[config.mk]
export PLATFORM = sky130hd
export DESIGN_NAME = layer2_argmax_readout
export DESIGN_NICKNAME = d
export VERILOG_FILES = /design/src/rtl/layer2_argmax_readout_pkg.sv /design/src/rtl/layer2_argmax_readout_argmax_tracker.sv /design/src/rtl/layer2_argmax_readout.sv
export SDC_FILE = /design/constraint.sdc
export NUM_CORES = 1
export LEC_CHECK = 0
export BUFFER_PORTS_ARGS = -buffer_cell sky130_fd_sc_hd__buf_2
export CAP_MARGIN = 15
export CORE_MARGIN = 4
export CORE_UTILIZATION = 60
export CTS_CLUSTER_DIAMETER = 200
export CTS_CLUSTER_SIZE = 8
export DETAILED_ROUTE_END_ITERATION = 8
export PLACE_DENSITY = 0.82
export SKIP_LAST_GASP = 1
export SLEW_MARGIN = 10
export SYNTH_ARGS = -nofsm -noshare
export SYNTH_HDL_FRONTEND = slang
export SYNTH_SLANG_ARGS = --single-unit
[constraint.sdc]
create_clock -name clk -period 2.9 [get_ports clk]
set_input_delay 0.435 -clock clk [delete_from_list [all_inputs] [get_ports clk]]
set_output_delay 0.435 -clock clk [all_outputs]
set_load 0.02 [all_outputs]
[src/rtl/layer2_argmax_readout_pkg.sv]
// Shared definitions for the Layer 2 logit readout: state encoding, class tag
// and the logit geometry defaults shared with Layer 2.
package layer2_argmax_readout_pkg;

   localparam int unsigned NUM_OUT_DEF = 10;
   localparam int unsigned LOGIT_W_DEF = 6;
   localparam int unsigned ADDR_W_DEF  = 4;

   localparam logic [3:0] CLASS_TAG = 4'hA;

   typedef enum logic [1:0] {
      ST_IDLE = 2'd0,
      ST_SCAN = 2'd1,
      ST_EMIT = 2'd2,
      ST_DONE = 2'd3
   } state_e;

endpackage

[src/rtl/layer2_argmax_readout_argmax_tracker.sv]
// Running signed maximum and its index; strict-greater update keeps the lowest
// index on ties. The _c outputs include the sample presented this cycle.
module layer2_argmax_readout_argmax_tracker #(
   parameter int unsigned DATA_W = 6,
   parameter int unsigned IDX_W  = 4
) (
   input  logic                     clk,
   input  logic                     rst_n,
   input  logic                     init_i,
   input  logic                     upd_i,
   input  logic signed [DATA_W-1:0] data_i,
   input  logic        [IDX_W-1:0]  idx_i,
   output logic signed [DATA_W-1:0] max_c,
   output logic        [IDX_W-1:0]  idx_c
);

   logic signed [DATA_W-1:0] max_q;
   logic        [IDX_W-1:0]  idx_q;

   always_comb begin
      max_c = max_q;
      idx_c = idx_q;
      if (init_i) begin
         max_c = data_i;
         idx_c = idx_i;
      end else if (upd_i && (data_i > max_q)) begin
         max_c = data_i;
         idx_c = idx_i;
      end
   end

   always_ff @(posedge clk or negedge rst_n) begin
      if (!rst_n) begin
         max_q <= '0;
         idx_q <= '0;
      end else begin
         max_q <= max_c;
         idx_q <= idx_c;
      end
   end

endmodule

[src/rtl/layer2_argmax_readout.sv]
// Layer 2 logit readout: snapshots all logits on a done rise, reports the argmax
// and streams the snapshot plus a class byte over a valid/ready byte port.
module layer2_argmax_readout
   import layer2_argmax_readout_pkg::*;
#(
   parameter int unsigned NUM_OUT = NUM_OUT_DEF,
   parameter int unsigned LOGIT_W = LOGIT_W_DEF,
   parameter int unsigned ADDR_W  = ADDR_W_DEF,
   parameter int unsigned EMIT_EN = 1
) (
   input  logic                      clk,
   input  logic                      rst_n,
   input  logic                      l2_done,
   output logic        [ADDR_W-1:0]  l2_read_addr,
   input  logic signed [LOGIT_W-1:0] l2_read_data,
   output logic                      busy,
   output logic                      result_valid,
   output logic        [ADDR_W-1:0]  class_idx,
   output logic signed [LOGIT_W-1:0] max_logit,
   output logic                      out_valid,
   input  logic                      out_ready,
   output logic        [7:0]         out_data
);

   localparam int unsigned BEAT_W = $clog2(NUM_OUT + 1);

   state_e                    state_q, state_d;
   logic                      done_q;
   logic        [ADDR_W-1:0]  addr_q, addr_d;
   logic                      busy_q, busy_d;
   logic                      rv_q, rv_d;
   logic        [ADDR_W-1:0]  cls_q, cls_d;
   logic signed [LOGIT_W-1:0] max_q, max_d;
   logic                      ov_q, ov_d;
   logic        [7:0]         od_q, od_d;
   logic        [BEAT_W-1:0]  beat_q, beat_d;
   logic        [LOGIT_W-1:0] logit_buf_q [NUM_OUT];

   logic                      rise_c, scan_c, last_c;
   logic signed [LOGIT_W-1:0] trk_max_c;
   logic        [ADDR_W-1:0]  trk_idx_c;

   function automatic logic [7:0] sext8(input logic [LOGIT_W-1:0] v);
      return 8'($signed(v));
   endfunction

   assign rise_c = l2_done & ~done_q;
   assign scan_c = (state_q == ST_SCAN);
   assign last_c = (addr_q == ADDR_W'(NUM_OUT - 1));

   layer2_argmax_readout_argmax_tracker #(
      .DATA_W (LOGIT_W),
      .IDX_W  (ADDR_W)
   ) u_tracker (
      .clk    (clk),
      .rst_n  (rst_n),
      .init_i (scan_c && (addr_q == '0)),
      .upd_i  (scan_c),
      .data_i (l2_read_data),
      .idx_i  (addr_q),
      .max_c  (trk_max_c),
      .idx_c  (trk_idx_c)
   );

   // Next-state and output-register logic
   always_comb begin
      state_d = state_q;
      addr_d  = addr_q;
      busy_d  = busy_q;
      rv_d    = rv_q;
      cls_d   = cls_q;
      max_d   = max_q;
      ov_d    = ov_q;
      od_d    = od_q;
      beat_d  = beat_q;
      case (state_q)
         ST_IDLE, ST_DONE: begin
            if (rise_c) begin
               state_d = ST_SCAN;
               addr_d  = '0;
               rv_d    = 1'b0;
               busy_d  = 1'b1;
            end
         end
         ST_SCAN: begin
            if (last_c) begin
               cls_d  = trk_idx_c;
               max_d  = trk_max_c;
               rv_d   = 1'b1;
               addr_d = '0;
               if (EMIT_EN != 0) begin
                  state_d = ST_EMIT;
                  ov_d    = 1'b1;
                  beat_d  = '0;
                  // With a single logit, entry 0 is still being written this cycle
                  od_d    = sext8((NUM_OUT == 1) ? l2_read_data : logit_buf_q[0]);
               end else begin
                  state_d = ST_DONE;
                  busy_d  = 1'b0;
               end
            end else begin
               addr_d = addr_q + ADDR_W'(1);
            end
         end
         ST_EMIT: begin
            if (ov_q && out_ready) begin
               if (beat_q == BEAT_W'(NUM_OUT)) begin
                  state_d = ST_DONE;
                  ov_d    = 1'b0;
                  busy_d  = 1'b0;
                  od_d    = '0;
               end else begin
                  beat_d = beat_q + BEAT_W'(1);
                  if (beat_q == BEAT_W'(NUM_OUT - 1)) begin
                     od_d = 8'({CLASS_TAG, cls_q});
                  end else begin
                     od_d = sext8(logit_buf_q[beat_q + BEAT_W'(1)]);
                  end
               end
            end
         end
         default: state_d = ST_IDLE;
      endcase
   end

   always_ff @(posedge clk or negedge rst_n) begin
      if (!rst_n) begin
         state_q <= ST_IDLE;
         done_q  <= 1'b0;
         addr_q  <= '0;
         busy_q  <= 1'b0;
         rv_q    <= 1'b0;
         cls_q   <= '0;
         max_q   <= '0;
         ov_q    <= 1'b0;
         od_q    <= '0;
         beat_q  <= '0;
      end else begin
         state_q <= state_d;
         done_q  <= l2_done;
         addr_q  <= addr_d;
         busy_q  <= busy_d;
         rv_q    <= rv_d;
         cls_q   <= cls_d;
         max_q   <= max_d;
         ov_q    <= ov_d;
         od_q    <= od_d;
         beat_q  <= beat_d;
      end
   end

   // Snapshot buffer; contents are don't-care outside a completed scan
   always_ff @(posedge clk) begin
      if (scan_c) begin
         logit_buf_q[addr_q] <= l2_read_data;
      end
   end

   assign l2_read_addr = addr_q;
   assign busy         = busy_q;
   assign result_valid = rv_q;
   assign class_idx    = cls_q;
   assign max_logit    = max_q;
   assign out_valid    = ov_q;
   assign out_data     = od_q;

endmodule

==> results by group <==
Timing
  • Period minus WS final: 2.33 ns
  • Period utilisation layout: 80.3%
  • Slew Limit Fails: 0
  • Setup Skew: 0.0128 ns
  • Slew margin rel.: 36.6%
  • Final worst setup slack: 0.572 ns
  • Least-Margin Pin Slew: 0.951 ns
  • Fin Setup TNS: 0 ns
  • RSZ-0062 raised after global routing: no
  • Final hold vios: 0
  • Final setup violation count: 0
  • Maximum clock rate: 429 MHz

Critical path
  • CP max-delay cell: or3_1
  • Worst EP required: 3.16 ns
  • Reg2reg start: state_q[1]
  • Crit path DAT: 2.59 ns
  • CP peak stage delay: 0.55 ns
  • CP delay by family, top: simple AND/OR/NAND/NOR gates
  • Reg2reg path depth: 7
  • Startpoint types: flop
  • Setup Crit Path Kind: reg -> reg
  • Crit-path cells: inv_1 -> ha_1 -> or3b_1 -> or3_1 -> inv_6 -> nor2_1 -> o22a_1
  • Reg2Reg Setup Slack: 0.57 ns
  • Critical Path End Type: flop
  • Crit path buf inv count: 2
  • CP Max Fanout: 18
  • Reg-to-reg endpoint: u_tracker.idx_q[2]

Worst hold path
  • Hold depth: 1
  • Min-Delay Path Class: in -> reg
  • HP Start: l2_done
  • Hold endpoint: done_q

Synthesis
  • Ranking of synthesized cells by area: edfxtp_1 (39%), dfrtp_1 (22%), mux4_2 (5.9%)
  • Simple logic cell fraction of the synthesized area: 9.14%
  • Largest family of logic cells by synthesized area: compound AO/OA/AOI/OAI gates
  • Seq/Total Area, Yosys: 61.3%
  • Most instantiated library cell after synthesis: edfxtp_1
  • Largest area contributor in the netlist: edfxtp_1
  • Top cells by count, synth: edfxtp_1 (60), dfrtp_1 (41), nand2_1 (24), nor2_1 (24), o21ai_0 (22)
  • Post-Syn Instances: 346
  • Synth Warn #: 0
  • Syn avg cell area: 13.3 um2
  • Post-synthesis cell area: 4620 um2
  • Syn_nets: 368
  • Post-synth EDFFs: 60
  • Post-synthesis register bit count: 101
  • Post-synthesis cell type count: 51
  • Synth Area in Compound Gates: 12.7%
  • Adder and majority gate portion of the synthesized area: 3.25%
  • Synth Area in XOR/XNOR: 0.922%
  • Synth async-reset ratio: 40.6%
  • Yosys top cell area share: 39.0%
  • Prevailing post-synth register cell: edfxtp_1
  • Mux cell area share after synthesis: 9.03%

Clock network
  • Clock transition at the registers of the reported paths: 0.10 ns
  • Clock Tree Root: clkbuf_8
  • CTS Buf Count: 9
  • CTS tree: done
  • CTS max path bufs: 2
  • Postcts setup bufs: 0
  • Hold Buf Count CTS: 0
  • H-tree depth: 3
  • Worst-Skew Late Latency: 0.36 ns
  • CTS sink cnt: 101
  • PostCTS Resize Cnt: 0

Detailed routing
  • Met3 WL: 678 um
  • Number of antenna-violating nets in the routed design: 0
  • Routed vias: 3028
  • Wire length on met1: 3.95 mm
  • Via-to-Cell Ratio: 6.20
  • DRC errors left: 0
  • DR WL met2: 4.70 mm
  • DR WL/cell: 19.5 um
  • Pre-Repair DR Iteration Count: 5
  • Initial drt markers: 210
  • Drt total wl: 9.53 mm
  • Top layer in use: met4

Pwr
  • Max VDD drop: 0.600 mV
  • Leakage Power: 0.00195 uW
  • P per Cell Area: 1040 nW/um2

Die
  • IO Count: 35
  • Core area: 7370 um2
  • Initial Utilization: 62.6%
  • Die height: 95.7 um
  • DIE AREA: 9160 um2
  • # rows: 31
  • Die X: 95.7 um

Job
  • Max cap viols: 0

Finish
  • ANT cells: 0
  • Syn-to-layout area delta: 9.89%
  • Area of the multi-input gates: 1620 um2
  • Sequential standard cell area: 2830 um2
  • Share of cells above drive strength 1: 22.4%
  • Final net count: 406
  • # fillers: 543

GRT
  • Overflow after GRT: 0
  • First-pass GRT wire length: 15.9 mm
  • Vias in the first global route: 3075
  • Total track usage: 23.3%
  • Antenna violations before repair: 0
  • Pin count of the biggest net entering global routing: 42

Outcome
  • Status: complete, no violations

Placement
  • Post-DP HPWL: 6.71 mm
  • Port bufs: 34
  • Placer Congestion: 0.949
  • Dpl ws: 0.590 ns
-- cell type report --
type / instances / share of cell area [%]
multi-input combinational: 213 / 31.9
timing repair buffer: 44 / 4.83
clock buffer: 9 / 2.44
tap: 99 / 2.44
sequential: 101 / 55.7
inverter: 15 / 1.21
clock inverter: 7 / 1.43
-- registers in the layout, summed over array words and instances (netlist names) --
name and cells:
u_tracker.idx_q 4, busy 1, class_idx 4, out_data 7
out_valid 1, beat_q 4, l2_read_addr 4, logit_buf_q 60
max_logit 6, result_valid 1, done_q 1, u_tracker.max_q 6
state_q 2
-- cell families (layout without fill, tap and decap cells) --
logic type | Yosys count | in the layout
XOR/XNOR | 4 | 4
AND/OR/NAND/NOR | 83 | 83
adder cells (fa/ha/maj) | 12 | 12
multiplexers | 26 | 26
buffers and inverters | 32 | 75
AO/OA/AOI/OAI | 88 | 88
flip-flops | 101 | 101
-- through the flow --
step                      std cells  hold slack [ns]  cell area (um2)  utilization, %  power [uW]
after global placement          472            0.477             4880            66.2        4320
after CTS                       488            0.171             5070            68.8        5270
after floorplan                 346            0.139             4620               -        3790
after detailed placement        472            0.481             4880            66.2        4410
after global routing            488            0.166             5070            68.8        5610
final                           488            0.183             5070            68.8        5260
-- where the power goes --
group,leakage [uW],switching (uW),internal [uW],total (uW)
combinational,0.000812,1380,918,2290
sequential,0.00104,258,1850,2110
clock,0.0000974,520,340,861
-- placed cells by master (no fill, tap or decap), types with 5 or more instances in the layout --
cell / count
clkbuf_8: 9
a22o_1: 5
edfxtp_1: 60
o22ai_1: 5
nor2_1: 24
nor2b_1: 10
a21oi_1: 13
mux2_2: 5
ha_1: 12
buf_2: 34
a31oi_1: 9
dfrtp_1: 41
mux4_2: 12
mux2i_1: 9
buf_4: 10
o21ai_0: 22
nand2_1: 24
o31ai_1: 8
inv_1: 14
-- routing by layer --
metal  global-route usage, %  vias to the layer above
met2                    38.0                      124
met5                       0                        -
met1                    31.3                     1500
li1                        -                     1383
met4                    7.46                        0
met3                    5.39                       21
-- worst register-to-register path, stage by stage, from the launching register on --
cell     delay (ns)
dfrtp_1        0.42
inv_1          0.10
ha_1           0.18
or3b_1         0.41
or3_1          0.55
inv_6          0.24
nor2_1         0.13
o22a_1         0.19
-- worst max-delay path by stage --
stage	from	to	slack [ns]	cells past startpoint
2_1_floorplan	beat_q[0]	out_data[4]	0.65	9
3_3_place_gp	l2_read_data[5]	u_tracker.idx_q[2]	0.70	8
3_5_place_dp	l2_read_data[5]	u_tracker.idx_q[2]	0.59	8
4_1_cts	state_q[1]	class_idx[3]	0.57	8
5_1_grt	state_q[1]	class_idx[3]	0.38	8
6_report	state_q[1]	u_tracker.idx_q[2]	0.57	7
(Power assumes the default switching activity.)
